**src/rtl/uart_comm_mstr_gen.sv**
```systemverilog
// Command/response master over a UART link: sends a multi-byte command,
// then collects a fixed number of response bytes or gives up on a timeout.
// uart_tx and uart_rx are simple 8N1 engines with BAUD_DIV clocks per bit.

module uart_tx #(
    parameter int BAUD_DIV = 2604
) (
    input  logic       clk,
    input  logic       rst_n,
    input  logic       trmt,
    input  logic [7:0] tx_data,
    output logic       TX,
    output logic       tx_done
);
    localparam int BW = $clog2(BAUD_DIV);
    localparam logic [BW-1:0] BAUD_LAST = BW'(BAUD_DIV - 1);

    logic [9:0]    shift_q;
    logic [3:0]    bitCnt_q;
    logic [BW-1:0] baudCnt_q;
    logic          txing_q;
    logic          done_q;

    // Load a start/data/stop frame on trmt and shift it out LSB first
    always_ff @(posedge clk or negedge rst_n) begin
        if (!rst_n) begin
            shift_q   <= '1;
            bitCnt_q  <= '0;
            baudCnt_q <= '0;
            txing_q   <= 1'b0;
            done_q    <= 1'b0;
        end else begin
            done_q <= 1'b0;
            if (trmt) begin
                shift_q   <= {1'b1, tx_data, 1'b0};
                bitCnt_q  <= '0;
                baudCnt_q <= '0;
                txing_q   <= 1'b1;
            end else if (txing_q) begin
                if (baudCnt_q == BAUD_LAST) begin
                    baudCnt_q <= '0;
                    shift_q   <= {1'b1, shift_q[9:1]};
                    if (bitCnt_q == 4'd9) begin
                        bitCnt_q <= '0;
                        txing_q  <= 1'b0;
                        done_q   <= 1'b1;
                    end else begin
                        bitCnt_q <= bitCnt_q + 4'd1;
                    end
                end else begin
                    baudCnt_q <= baudCnt_q + BW'(1);
                end
            end
        end
    end

    assign TX      = shift_q[0];
    assign tx_done = done_q;
endmodule

module uart_rx #(
    parameter int BAUD_DIV = 2604
) (
    input  logic       clk,
    input  logic       rst_n,
    input  logic       RX,
    input  logic       clr_rdy,
    output logic [7:0] rx_data,
    output logic       rdy
);
    localparam int BW = $clog2(BAUD_DIV);
    localparam logic [BW-1:0] BAUD_LAST = BW'(BAUD_DIV - 1);
    localparam logic [BW-1:0] HALF_LOAD = BW'(BAUD_DIV / 2 - 1);

    logic          rxMeta_q;
    logic          rxSync_q;
    logic [7:0]    shift_q;
    logic [7:0]    rxData_q;
    logic [3:0]    bitCnt_q;
    logic [BW-1:0] baudCnt_q;
    logic          rxing_q;
    logic          rdy_q;

    // Two-flop synchronizer; idles high so reset does not look like a start bit
    always_ff @(posedge clk or negedge rst_n) begin
        if (!rst_n) begin
            rxMeta_q <= 1'b1;
            rxSync_q <= 1'b1;
        end else begin
            rxMeta_q <= RX;
            rxSync_q <= rxMeta_q;
        end
    end

    // Sample mid-bit: half a bit after the start edge, then every bit period
    always_ff @(posedge clk or negedge rst_n) begin
        if (!rst_n) begin
            shift_q   <= '0;
            rxData_q  <= '0;
            bitCnt_q  <= '0;
            baudCnt_q <= '0;
            rxing_q   <= 1'b0;
            rdy_q     <= 1'b0;
        end else begin
            if (clr_rdy) begin
                rdy_q <= 1'b0;
            end
            if (!rxing_q) begin
                if (!rxSync_q) begin
                    rxing_q   <= 1'b1;
                    baudCnt_q <= HALF_LOAD;
                    bitCnt_q  <= '0;
                end
            end else if (baudCnt_q == '0) begin
                baudCnt_q <= BAUD_LAST;
                shift_q   <= {rxSync_q, shift_q[7:1]};
                if (bitCnt_q == 4'd9) begin
                    rxing_q  <= 1'b0;
                    rxData_q <= shift_q;
                    rdy_q    <= 1'b1;
                end else begin
                    bitCnt_q <= bitCnt_q + 4'd1;
                end
            end else begin
                baudCnt_q <= baudCnt_q - BW'(1);
            end
        end
    end

    assign rx_data = rxData_q;
    assign rdy     = rdy_q;
endmodule

module uart_comm_mstr_gen #(
    parameter int CMD_BYTES   = 3,
    parameter int RESP_BYTES  = 1,
    parameter int TIMEOUT_CYC = 100000,
    parameter bit MSB_FIRST   = 1'b1,
    parameter int BAUD_DIV    = 2604
) (
    input  logic                    clk,
    input  logic                    rst_n,
    input  logic                    RX,
    output logic                    TX,
    input  logic [CMD_BYTES*8-1:0]  cmd,
    input  logic                    send_cmd,
    input  logic                    clr_resp_rdy,
    output logic                    cmd_sent,
    output logic [RESP_BYTES*8-1:0] resp,
    output logic                    resp_rdy,
    output logic                    timeout,
    output logic                    busy
);
    localparam int CW = CMD_BYTES * 8;
    localparam int RW = RESP_BYTES * 8;
    localparam int TW = $clog2(TIMEOUT_CYC);
    localparam logic [TW-1:0] TIMER_LAST = TW'(TIMEOUT_CYC - 1);
    localparam logic [2:0]    TX_LAST    = 3'(CMD_BYTES - 1);
    localparam logic [2:0]    RX_LAST    = 3'(RESP_BYTES - 1);

    typedef enum logic [1:0] {IDLE, TX_LOAD, TX_WAIT, RX_WAIT} state_t;

    state_t        state_q;
    logic [CW-1:0] cmd_q;
    logic [2:0]    txCnt_q;
    logic [2:0]    rxCnt_q;
    logic [TW-1:0] timer_q;
    logic          cmdSent_q;
    logic [RW-1:0] resp_q;
    logic          respRdy_q;
    logic          timeout_q;

    logic          trmt;
    logic          txDone;
    logic [7:0]    txData;
    logic [2:0]    byteSel;
    logic          rxRdy;
    logic [7:0]    rxData;

    // Pick the command byte for the current tx count in the configured order
    always_comb begin
        byteSel = MSB_FIRST ? (TX_LAST - txCnt_q) : txCnt_q;
        txData  = 8'(cmd_q >> {byteSel, 3'b000});
    end

    assign trmt = (state_q == TX_LOAD);

    uart_tx #(.BAUD_DIV(BAUD_DIV)) uTx (
        .clk     (clk),
        .rst_n   (rst_n),
        .trmt    (trmt),
        .tx_data (txData),
        .TX      (TX),
        .tx_done (txDone)
    );

    // Every byte the receiver presents is taken at once: consumed in RX_WAIT,
    // thrown away in any other state, so rdy never lingers past one cycle.
    uart_rx #(.BAUD_DIV(BAUD_DIV)) uRx (
        .clk     (clk),
        .rst_n   (rst_n),
        .RX      (RX),
        .clr_rdy (rxRdy),
        .rx_data (rxData),
        .rdy     (rxRdy)
    );

    // Transaction sequencer with its registered status outputs
    always_ff @(posedge clk or negedge rst_n) begin
        if (!rst_n) begin
            state_q   <= IDLE;
            cmd_q     <= '0;
            txCnt_q   <= '0;
            rxCnt_q   <= '0;
            timer_q   <= '0;
            cmdSent_q <= 1'b0;
            resp_q    <= '0;
            respRdy_q <= 1'b0;
            timeout_q <= 1'b0;
        end else begin
            cmdSent_q <= 1'b0;
            if (clr_resp_rdy) begin
                respRdy_q <= 1'b0;
            end
            case (state_q)
                IDLE: begin
                    if (send_cmd) begin
                        cmd_q     <= cmd;
                        txCnt_q   <= '0;
                        rxCnt_q   <= '0;
                        respRdy_q <= 1'b0;
                        timeout_q <= 1'b0;
                        state_q   <= TX_LOAD;
                    end
                end
                TX_LOAD: begin
                    state_q <= TX_WAIT;
                end
                TX_WAIT: begin
                    if (txDone) begin
                        if (txCnt_q >= TX_LAST) begin
                            cmdSent_q <= 1'b1;
                            timer_q   <= '0;
                            state_q   <= RX_WAIT;
                        end else begin
                            txCnt_q <= txCnt_q + 3'd1;
                            state_q <= TX_LOAD;
                        end
                    end
                end
                RX_WAIT: begin
                    if (rxRdy) begin
                        resp_q  <= (resp_q << 8) | RW'(rxData);
                        timer_q <= '0;
                        rxCnt_q <= rxCnt_q + 3'd1;
                        if (rxCnt_q >= RX_LAST) begin
                            respRdy_q <= 1'b1;
                            state_q   <= IDLE;
                        end
                    end else if (timer_q >= TIMER_LAST) begin
                        timeout_q <= 1'b1;
                        state_q   <= IDLE;
                    end else begin
                        timer_q <= timer_q + TW'(1);
                    end
                end
                default: begin
                    state_q <= IDLE;
                end
            endcase
        end
    end

    assign cmd_sent = cmdSent_q;
    assign resp     = resp_q;
    assign resp_rdy = respRdy_q;
    assign timeout  = timeout_q;
    assign busy     = (state_q != IDLE);
endmodule

```
**config.mk**
```make
export PLATFORM = sky130hd
export DESIGN_NAME = uart_comm_mstr_gen
export DESIGN_NICKNAME = d
export VERILOG_FILES = /design/src/rtl/uart_comm_mstr_gen.sv
export SDC_FILE = /design/constraint.sdc
export NUM_CORES = 1
export LEC_CHECK = 0
export CAP_MARGIN = 5
export CELL_PAD_IN_SITES_DETAIL_PLACEMENT = 1
export CELL_PAD_IN_SITES_GLOBAL_PLACEMENT = 1
export CORE_MARGIN = 2
export CORE_UTILIZATION = 47
export CTS_BUF_LIST = sky130_fd_sc_hd__clkbuf_4 sky130_fd_sc_hd__clkbuf_8 sky130_fd_sc_hd__clkbuf_16
export CTS_CLUSTER_DIAMETER = 30
export DETAILED_ROUTE_END_ITERATION = 16
export HOLD_SLACK_MARGIN = 0.03
export PLACE_DENSITY = 0.87
export REMOVE_ABC_BUFFERS = 1
export SLEW_MARGIN = 25
export SYNTH_ARGS = -nofsm -noshare
export SYNTH_HDL_FRONTEND = slang
export SYNTH_SLANG_ARGS = --single-unit
```
**constraint.sdc**
```tcl
create_clock -name clk -period 3.14 [get_ports clk]
set_clock_uncertainty 0.1 [all_clocks]
set_input_delay 0.314 -clock clk [delete_from_list [all_inputs] [get_ports clk]]
set_output_delay 0.314 -clock clk [all_outputs]
set_load 0.02 [all_outputs]
```
Word-level counts from Yosys, hierarchy flattened
Cells that the tools add are included.

Register bits: 124. Input bits: 29. Output and inout bits: 13. Word-level logic and storage cells: 134.

$add $sub $neg: 8. Magnitude comparators: 3. Equal/unequal tests: 19. Shifts and indexed selects: 1. Multiplexer cells: 62. Reductions and logical operators: 19.

Operators by type and width (count): 2-to-1 mux 12 bit (6); 2-to-1 mux 17 bit (4); case mux 17 bit (2 select lines) (1); 2-to-1 mux 4 bit (8); 2-to-1 mux 10 bit (3); 2-to-1 mux 1 bit (25); right shift 24 x 6 -> 8 bit (1); adder 17 x 1 -> 17 bit (second input constant) (1); greater-or-equal comparator 17 bit (second input constant) (1); inequality test 2 bit (second input constant) (8); AND reduction 4 bit (4); adder 12 x 1 -> 12 bit (second input constant) (1); == test 12 bit (second input constant) (1); logical NOT 12 bit (1); 2-to-1 mux 2 bit (6); 2-to-1 mux 3 bit (4); case mux 3 bit (2 select lines) (2); nonzero test 2 bit (6); subtractor 12 x 1 -> 12 bit (second input constant) (1); AND reduction 3 bit (3); adder 4 x 1 -> 4 bit (second input constant) (2); == test 4 bit (second input constant) (2); case mux 2 bit (4 select lines) (1); AND reduction 2 bit (4); 11 further kinds (16).

Depth between registers and ports, before layout
Gate-level depths: netlist of the first run.

Depth in word-level cells: 5. Depth in mapped cells: 9. Mapped depth without buffers: 7.

Cells and area by module
From an unflattened synthesis of the first run, not the netlist that was laid out.

Cell total of the unflattened synthesis: 575. Area total of the unflattened synthesis: 6153.4 µm².

Modules (own cells, without submodules): uart_comm_mstr_gen (times used 1, cells each 266, area each 2929.1 µm², seq. area each 1426.4 µm²); uart_rx (times used 1, cells each 155, area each 1746.7 µm², seq. area each 903.4 µm²); uart_tx (times used 1, cells each 154, area each 1477.7 µm², seq. area each 686.9 µm²).

Worst setup path before layout of the first run
Ideal clock, no wire load.

Path kind: reg-to-reg. From: register uRx.baudCnt_q[0]. To: register uRx.rxData_q[0], in the netlist uRx.rx_data[0]. Setup time: 0.128 ns. Arrival time: 2.037 ns. Data required time: 2.912 ns. Setup slack: 0.875 ns. Cell stages (with the launch flop): 8. Buffers on the path: 1. Clock period less this slack: 2.265 ns. Cells stage by stage: dfrtp_1 inv_1 ha_1 or4b_1 nor4_4 and2b_1 buf_4 mux2_1.

Longest elaborated chain between the ends: 2.

RTL lines: from (decl) (line 80) `logic [BW-1:0] baudCnt_q;`; from (signal assigned) (line 125) `baudCnt_q <= baudCnt_q - BW'(1);`; logical NOT 12 bit (line 114) `end else if (baudCnt_q == '0) begin`; AND reduction 3 bit (no source line); to (signal assigned) (line 119) `rxData_q <= shift_q;`; to (decl) (line 78) `logic [7:0] rxData_q;`.

No other way between the ends. A chain may end at the register's enable or synchronous reset.

Final worst setup path of the first run
From: register txCnt_q[0]. To: register timer_q[2].

Longest elaborated chain between the ends: 3.

RTL lines: from (decl) (line 165) `logic [2:0] txCnt_q;`; from (signal assigned) (line 246) `txCnt_q <= txCnt_q + 3'd1;`; greater-or-equal comparator 3 x 2 -> 1 bit (line 241) `if (txCnt_q >= TX_LAST) begin`; inequality test 2 bit (no source line); AND reduction 4 bit (no source line); to (signal assigned) (line 264) `timer_q <= timer_q + TW'(1);`; to (decl) (line 167) `logic [TW-1:0] timer_q;`.

No other way between the ends.

==> flow_metrics.env, run 1 <==
export IMPL_total_power_mw=5.69
export IMPL_fill_cells=1359
export IMPL_ys_flop_type="dfrtp_1"
export IMPL_hold_viol=0
export IMPL_die_area_um2=13600
export IMPL_track_usage_pct=25.5
export IMPL_max_cap_violations=0
export IMPL_antenna_found_initial=0
export IMPL_wl_mm=16.1
export IMPL_worstSkewPairLatency_ps=420
export IMPL_peakVddDrop_mv=0.498
export IMPL_grt_pass1_vias=5271
export IMPL_clockBufferDepth=2
export IMPL_die_width_um=117
export IMPL_hold_class="in2reg"
export IMPL_ys_types=60
export IMPL_arrival_ps=2850
export IMPL_antennaDiodeCount=0
export IMPL_ys_seq_area_share_pct=50.7
export IMPL_final_common_cell="dfrtp_1"
export IMPL_grt_overflow_total=0
export IMPL_rows=41
export IMPL_core_um2=12500
export IMPL_dp_hpwl_mm=10.8
export IMPL_synth_edf_count=0
export IMPL_worst_setup_path_start_kind="flip-flop"
export IMPL_place_area_um2=6580
export IMPL_drc_errors=0
export IMPL_fin_crit_ps=2650
export IMPL_grt_pass1_wl_mm=26.6
export IMPL_tns_ps=0
export IMPL_portBuffers=41
export IMPL_cts_buffers=17
export IMPL_cts_tree="done"
export IMPL_postCtsSetupBuffers=0
export IMPL_start_util_pct=47.6
export IMPL_ys_warn_count=0
export IMPL_min_from="RX"
export IMPL_place_worst_setup_slack_ps=486
export IMPL_syn_area_um2=5950
export IMPL_r2r_start="txCnt_q[0]"
export IMPL_path_clk_slew_ps=50
export IMPL_criticalPathCategory="reg2reg"
export IMPL_clock_root_buffer="clkbuf_16"
export IMPL_drt_first_iter_violations=242
export IMPL_htreeDepth=4
export IMPL_period_share_pct=84.5
export IMPL_worstMarginPinSlew_ps=780
export IMPL_synth_seq_cells=120
export IMPL_synth_cells=560
export IMPL_viasPerCell=5.97
export IMPL_io_pins=42
export IMPL_fmaxAchievable_mhz=377
export IMPL_firstDrtPassIters=4
export IMPL_mostFrequentLayoutCells="dfrtp_1 (109), nand2_1 (45), nor2_1 (44)"
export IMPL_slew_viol_final=0
export IMPL_drtAntennaViolNets=0
export IMPL_end_kind="flip-flop"
export IMPL_num_vias=4752
export IMPL_leakagePower_nw=3.20
export IMPL_ys_async_sr_fraction_pct=100
export IMPL_drive_above_1_share_pct=16.3
export IMPL_setup_viol=0
export IMPL_setup_worst_path_start="txCnt_q[0]"
export IMPL_finish_instance_area_um2=7240
export IMPL_power_density_nw_per_um2=786
export IMPL_grt_max_degree=59
export IMPL_nNetsFinal=655
export IMPL_timing_hold_ws_ps=199
export IMPL_cts_sinks=120
export IMPL_syn_area_per_cell_um2=10.6
export IMPL_worstPathRequired_ps=3330
export IMPL_area_delta_synth_final_pct=21.6
export IMPL_setup_ws_ps=486
export IMPL_place_congestion=0.851
export IMPL_status="finished clean"
export IMPL_crit_fanout=15
export IMPL_post_drt_wl_per_cell_um=20.2
export IMPL_rsz0062_at_grt="false"
export IMPL_slew_headroom_pct=48.0
export IMPL_die_h_um=117
metrics by stage:
step	std cells	utilization (%)
2_1_floorplan	538	-
3_3_place_gp	762	52.6
3_5_place_dp	762	52.6
4_1_cts	795	57.8
5_1_grt	796	57.9
6_report	796	57.9
flip-flops by register name, indices dropped and copies added (netlist names), 8 cells and up:
register	flops
timer_q	17
uRx.rx_data	8
uRx.shift_q	8
uRx.baudCnt_q	12
resp	8
uTx.shift_q	9
uTx.baudCnt_q	12
cmd_q	24
worst max-delay path: stages (launching register included):
cell and delay [ps]:
dfrtp_1 640, inv_1 140, ha_1 230, a211oi_1 370, o21ai_0 210, o211ai_1 260, clkbuf_4 310, nor2_1 70
o22a_1 210
cell families (layout without fill, tap and decap cells):
| logic type | Yosys count | after routing | synth area share (%) |
|---|---|---|---|
| buffers and inverters | 39 | 103 | 2.65 |
| XOR/XNOR | 8 | 8 | 1.18 |
| multiplexers | 61 | 61 | 11.3 |
| AND/OR/NAND/NOR | 183 | 183 | 15.8 |
| adder cells (fa/ha/maj) | 15 | 15 | 3.15 |
| AO/OA/AOI/OAI | 134 | 134 | 15.3 |
| flip-flops | 120 | 120 | 50.7 |
Yosys cell counts (3+ instances only):
library cell | number | area (um2)
mux2_1 | 8 | 90.1
nand2b_1 | 8 | 50.1
o22ai_1 | 10 | 62.6
xor2_1 | 3 | 26.3
nor4_1 | 3 | 18.8
o21a_1 | 11 | 82.6
mux2_2 | 40 | 450
nand4_1 | 8 | 50.1
or3_1 | 5 | 31.3
and3_1 | 6 | 37.5
inv_1 | 17 | 63.8
clkbuf_1 | 14 | 52.6
o21ai_0 | 27 | 135
ha_1 | 15 | 188
a31oi_1 | 4 | 25.0
a21oi_1 | 30 | 150
a21o_1 | 4 | 30.0
a211oi_1 | 3 | 22.5
a211o_1 | 4 | 35.0
nor2b_1 | 7 | 43.8
a22o_1 | 5 | 43.8
mux2i_1 | 13 | 130
nand3_1 | 13 | 65.1
xnor2_1 | 5 | 43.8
o211ai_1 | 5 | 37.5
o31ai_1 | 4 | 30.0
buf_1 | 3 | 11.3
buf_2 | 3 | 15.0
dfrtp_1 | 109 | 2730
nor4bb_1 | 3 | 30.0
nor2_1 | 44 | 165
dfstp_2 | 11 | 289
nor3_1 | 23 | 115
o211a_1 | 3 | 30.0
o22a_1 | 10 | 87.6
nand2_1 | 45 | 169
power breakdown:
part	total [mW]	internal [mW]	switching [mW]
Clock	2.12	1.43	0.685
Sequential	2.15	1.89	0.256
Combinational	1.42	0.623	0.801
Total	5.69	3.95	1.74
layout make-up:
class	count	area (um2)	share of cell area (%)
clock buffer	24	503	6.95
clock inverter	8	143	1.97
inverter	17	63.8	0.881
multi-input combinational	401	2780	38.4
sequential	120	3020	41.7
tap	172	215	2.97
timing repair buffer	54	520	7.19
worst paths after layout:
kind,endpoint,slack (ps),cells past startpoint
max reg2reg,timer_q[2],490,8
min,uRx.rxMeta_q,200,1
max,timer_q[2],490,8
min in group asynchronous,timer_q[9],410,2
max in group asynchronous,uRx.rxSync_q,1660,3
min reg2reg,uRx.rxSync_q,260,0
layer usage:
layer / vias to the layer above / part of all wire, % / track usage [%]
li1: 2158 / - / -
met1: 2464 / 40 / 29.0
met2: 91 / 54 / 45.4
met3: 39 / 2.8 / 5.50
met4: 0 / 2.9 / 12.6
met5: - / 0 / 0
what timing repair did:
item / 4_1_cts / 5_1_grt
hold endpoints to repair: 56 / 0
hold buffers: 1 / 0
resized for setup: 0 / 0
Power figures use the tool's default switching activity.
==> run 2, diff against run 1 <==
CORE_UTILIZATION = 42   (was 47)
PLACE_DENSITY = 0.82   (was 0.87)
clock period = 2.2 ns   (was 3.14 ns; I/O delays follow)
==> flow_metrics.env, run 2 (synthesized netlist as in run 1, its figures left out) <==
export IMPL_wl_mm=18.2
export IMPL_fill_cells=1476
export IMPL_total_power_mw=8.38
export IMPL_post_drt_wl_per_cell_um=21.5
export IMPL_regMostFlops="cmd_q"
export IMPL_multi_input_area_um2=2950
export IMPL_fin_util_pct=56.3
export IMPL_die_area_um2=15100
export IMPL_clockBufferDepth=2
export IMPL_antenna_found_initial=0
export IMPL_dp_hpwl_mm=10.7
export IMPL_place_area_um2=6830
export IMPL_portBuffers=41
export IMPL_rows=43
export IMPL_worstPathRequired_ps=2400
export IMPL_finish_instance_area_um2=7820
export IMPL_hold_viol=0
export IMPL_die_width_um=123
export IMPL_crit_fanout=4
export IMPL_nNetsFinal=698
export IMPL_drc_errors=0
export IMPL_drtAntennaViolNets=0
export IMPL_seqCellArea_um2=3020
export IMPL_criticalPathCategory="reg2reg"
export IMPL_place_worst_setup_slack_ps=-127
export IMPL_end_kind="flip-flop"
export IMPL_hold_class="in2reg"
export IMPL_area_delta_synth_final_pct=31.4
export IMPL_cts_tree="done"
export IMPL_clock_root_buffer="clkbuf_16"
export IMPL_firstDrtPassIters=4
export IMPL_rsz0062_at_grt="true"
export IMPL_setup_viol=30
export IMPL_path_clk_slew_ps=50
export IMPL_status="finished, violations left"
export IMPL_timing_hold_ws_ps=112
export IMPL_drive_above_1_share_pct=26.7
export IMPL_final_common_cell="dfrtp_1"
export IMPL_grt_pass1_wl_mm=28.0
export IMPL_setup_ws_ps=-137
export IMPL_fin_crit_ps=2340
export IMPL_start_util_pct=42.9
export IMPL_violations="setup timing"
export IMPL_grt_pass1_vias=5292
export IMPL_cts_sinks=120
export IMPL_leakagePower_nw=3.46
export IMPL_peakVddDrop_mv=0.621
export IMPL_place_inst=799
export IMPL_core_um2=13900
export IMPL_htreeDepth=4
export IMPL_viasPerCell=5.87
export IMPL_power_density_nw_per_um2=1070
export IMPL_arrival_ps=2540
export IMPL_cts_buffers=17
export IMPL_fmaxAchievable_mhz=428
export IMPL_mostFrequentLayoutCells="dfrtp_1 (109), buf_4 (48), nand2_1 (45)"
export IMPL_grt_max_degree=39
export IMPL_antennaDiodeCount=0
export IMPL_worst_setup_path_start_kind="flip-flop"
export IMPL_worstSkewPairLatency_ps=420
export IMPL_max_cap_violations=0
export IMPL_worstMarginPinSlew_ps=641
export IMPL_track_usage_pct=24.3
export IMPL_tns_ps=-2050
export IMPL_top_regs="cmd_q (24), timer_q (17)"
export IMPL_slew_viol_final=0
export IMPL_io_pins=42
export IMPL_die_h_um=123
export IMPL_largest_reg_flops=24
export IMPL_grt_overflow_total=0
export IMPL_slew_headroom_pct=57.1
export IMPL_place_congestion=0.819
export IMPL_period_share_pct=106
export IMPL_instances_no_fill=847
export IMPL_num_vias=4974
export IMPL_drt_first_iter_violations=293
[run 2: worst paths after layout]
| path | start | end | slack, ps | cells past startpoint |
|---|---|---|---|---|
| worst max-delay path | uRx.baudCnt_q[1] | uRx.rx_data[5] | -140 | 8 |
| worst min-delay path | RX | uRx.rxMeta_q | 110 | 1 |
| worst max register to register | uRx.baudCnt_q[1] | uRx.rx_data[5] | -140 | 8 |
| worst min register to register | uRx.rxMeta_q | uRx.rxSync_q | 260 | 0 |
| max in group asynchronous | rst_n | uRx.rx_data[0] | 1120 | 3 |
| min in group asynchronous | rst_n | cmd_q[22] | 170 | 2 |
[run 2: cell type report]
type | count | share of cell area [%]
Multi-Input combinational cell | 401 | 37.7
Clock inverter | 7 | 1.78
Tap cell | 180 | 2.88
Timing Repair Buffer | 97 | 11.7
Inverter | 17 | 0.816
Sequential cell | 120 | 38.6
Clock buffer | 25 | 6.53
[run 2: worst max-delay path: stages, from the launching register on]
cell and delay [ps]:
dfrtp_1 410, inv_2 90, ha_4 120, or4b_4 500
nor4_4 220, and2b_2 260, buf_12 120, buf_16 110
mux2_4 290
[run 2: routing by layer]
metal | wire, um | vias to the layer above | GRT usage, %
met3 | 584 | 37 | 5.54
met4 | 395 | 0 | 9.87
met5 | 0 | - | 0
li1 | - | 2239 | -
met2 | 9680 | 114 | 41.7
met1 | 7540 | 2584 | 29.6
[run 2: timing repair]
action / 4_1_cts / 5_1_grt
setup buffers: 11 / 5
endpoints found under the hold margin: 86 / 0
pin swaps: 3 / 6
hold buffers: 1 / 0
gates resized for setup: 23 / 26
endpoints found under the setup margin: 29 / 45
cloned: 1 / 0
[run 2: report_power, final]
group	switching, mW	internal (mW)	total, mW
Clock	0.991	2.06	3.06
Combinational	1.25	1.04	2.29
Sequential	0.330	2.70	3.03
==> run 3, diff against run 2 <==
CTS_BUF_LIST = default   (was sky130_fd_sc_hd__clkbuf_4 sky130_fd_sc_hd__clkbuf_8 sky130_fd_sc_hd__clkbuf_16)
TNS_END_PERCENT = 50   (was default)
==> flow_metrics.env, run 3 (synthesized netlist as in run 1, its figures left out) <==
export IMPL_status="finished, violations left"
export IMPL_r2r_end="uRx.rx_data[5]"
export IMPL_grt_max_degree=39
export IMPL_grt_pass1_vias=5259
export IMPL_die_width_um=123
export IMPL_period_share_pct=110
export IMPL_largest_reg_flops=24
export IMPL_grt_pass1_wl_mm=27.9
export IMPL_peakVddDrop_mv=0.757
export IMPL_use_met2_pct=41.4
export IMPL_use_met3_pct=5.77
export IMPL_track_usage_pct=24.3
export IMPL_drt_first_iter_violations=296
export IMPL_cts_tree="done"
export IMPL_slew_headroom_pct=56.4
export IMPL_max_cap_violations=0
export IMPL_die_h_um=123
export IMPL_num_vias=4901
export IMPL_violations="setup timing"
export IMPL_setup_ws_ps=-213
export IMPL_firstDrtPassIters=4
export IMPL_end_kind="flip-flop"
export IMPL_path_depth=7
export IMPL_leakagePower_nw=3.45
export IMPL_grt_util_met1_pct=29.6
export IMPL_rows=43
export IMPL_timing_hold_ws_ps=101
export IMPL_power_density_nw_per_um2=1070
export IMPL_r2r_setup_slack_ps=-210
export IMPL_hold_class="in2reg"
export IMPL_r2r_start="uRx.baudCnt_q[8]"
export IMPL_clockBufferDepth=2
export IMPL_final_common_cell="dfrtp_1"
export IMPL_wl_mm=17.3
export IMPL_antennaDiodeCount=0
export IMPL_r2r_cells=7
export IMPL_fin_crit_ps=2410
export IMPL_cpMaxStageDelayCell="or3_1"
export IMPL_criticalPathCategory="reg2reg"
export IMPL_fmaxAchievable_mhz=414
export IMPL_rsz0062_at_grt="true"
export IMPL_worst_setup_path_start_kind="flip-flop"
export IMPL_nNetsFinal=701
export IMPL_portBuffers=41
export IMPL_area_delta_synth_final_pct=29.8
export IMPL_critPathBufInv=3
export IMPL_viasPerCell=5.77
export IMPL_tns_ps=-2950
export IMPL_mostFrequentLayoutCells="dfrtp_1 (109), buf_4 (55), nand2_1 (45)"
export IMPL_drive_above_1_share_pct=24.8
export IMPL_dp_hpwl_mm=10.7
export IMPL_start_util_pct=42.9
export IMPL_grt_busiest_layer="met2"
export IMPL_drc_errors=0
export IMPL_post_drt_wl_per_cell_um=20.4
export IMPL_cts_buffers=17
export IMPL_worstSkewPairLatency_ps=430
export IMPL_io_pins=42
export IMPL_top_regs="cmd_q (24), timer_q (17)"
export IMPL_min_from="RX"
export IMPL_critical_path_top_delay_family="simple AND/OR/NAND/NOR gates"
export IMPL_antenna_found_initial=0
export IMPL_worstPathRequired_ps=2410
export IMPL_slew_viol_final=0
export IMPL_setup_viol=30
export IMPL_die_area_um2=15100
export IMPL_fill_cells=1491
export IMPL_worstMarginPinSlew_ps=648
export IMPL_regMostFlops="cmd_q"
export IMPL_hold_viol=0
export IMPL_cts_sinks=120
export IMPL_crit_chain="or3_1 -> nor4_4 -> buf_4 -> and2b_2 -> buf_12 -> buf_8 -> mux2_4"
export IMPL_grt_overflow_total=0
export IMPL_clock_root_buffer="clkbuf_16"
export IMPL_place_congestion=0.819
export IMPL_slowest_delay_ps=560
export IMPL_path_clk_slew_ps=50
export IMPL_drtAntennaViolNets=0
export IMPL_core_um2=13900
export IMPL_crit_fanout=6
export IMPL_htreeDepth=4
export IMPL_hold_path_endpoint="uRx.rxMeta_q"
export IMPL_arrival_ps=2620
export IMPL_min_delay_path_depth=1
-- run 3: cell types whose count changed in the layout (fill, tap and decap cells not counted), moves of 3 or more --
cell	before	now
clkbuf_1	0	4
mux2_4	8	3
o21ai_0	24	27
clkbuf_4	4	0
mux2_1	0	4
buf_4	48	55
-- run 3: layer usage --
layer | vias to the layer above | wire (um)
met5 | - | 0
met4 | 0 | 464
met3 | 38 | 473
met2 | 90 | 9130
met1 | 2523 | 7270
li1 | 2250 | -
-- run 3: area by class of cell --
class / count / area [um2] / share of cell area, %
Sequential cell: 120 / 3020 / 39.0
Inverter: 17 / 63.8 / 0.826
Tap cell: 180 / 225 / 2.91
Timing Repair Buffer: 100 / 897 / 11.6
Multi-Input combinational cell: 401 / 2890 / 37.4
Clock buffer: 25 / 495 / 6.41
Clock inverter: 7 / 139 / 1.80
-- run 3: worst max-delay path by stage --
stage	start	endpoint	slack, ps
5_1_grt	uRx.baudCnt_q[8]	uRx.rx_data[5]	-260
3_3_place_gp	uRx.baudCnt_q[0]	uRx.shift_q[0]	-10
6_report	uRx.baudCnt_q[8]	uRx.rx_data[5]	-210
2_1_floorplan	state_q[0]	timer_q[6]	-410
3_5_place_dp	uRx.baudCnt_q[1]	uRx.shift_q[4]	-130
4_1_cts	uRx.baudCnt_q[1]	uRx.rx_data[7]	-110
-- run 3: repair_timing --
| item | CTS | global route |
|---|---|---|
| hold endpoints to repair | 86 | 0 |
| endpoints found under the setup margin | 30 | 46 |
| pin swaps | 6 | 7 |
| gates resized for setup | 17 | 15 |
| buffers inserted | 15 | 4 |
| hold buffers | 1 | 0 |
-- run 3: report_power, final --
part           total (mW)  internal (mW)  switching [mW]
clock                3.00           2.01           0.989
combinational        2.24           1.03            1.21
sequential           3.01           2.70           0.308
total                8.24           5.74            2.51
-- run 3: per-stage QoR --
| step | cells | cell area (um2) | utilization, % | worst slack (ps) | power, mW |
|---|---|---|---|---|---|
| global placement | 799 | 6830 | 49.2 | -10.6 | 5.03 |
| finish | 850 | 7730 | 55.7 | -213 | 8.24 |
| detailed placement | 799 | 6830 | 49.2 | -127 | 5.21 |
| floorplan | 538 | 5860 | - | -406 | 4.33 |
| global route | 850 | 7730 | 55.7 | -265 | 8.68 |
| CTS | 847 | 7640 | 55.0 | -112 | 8.26 |
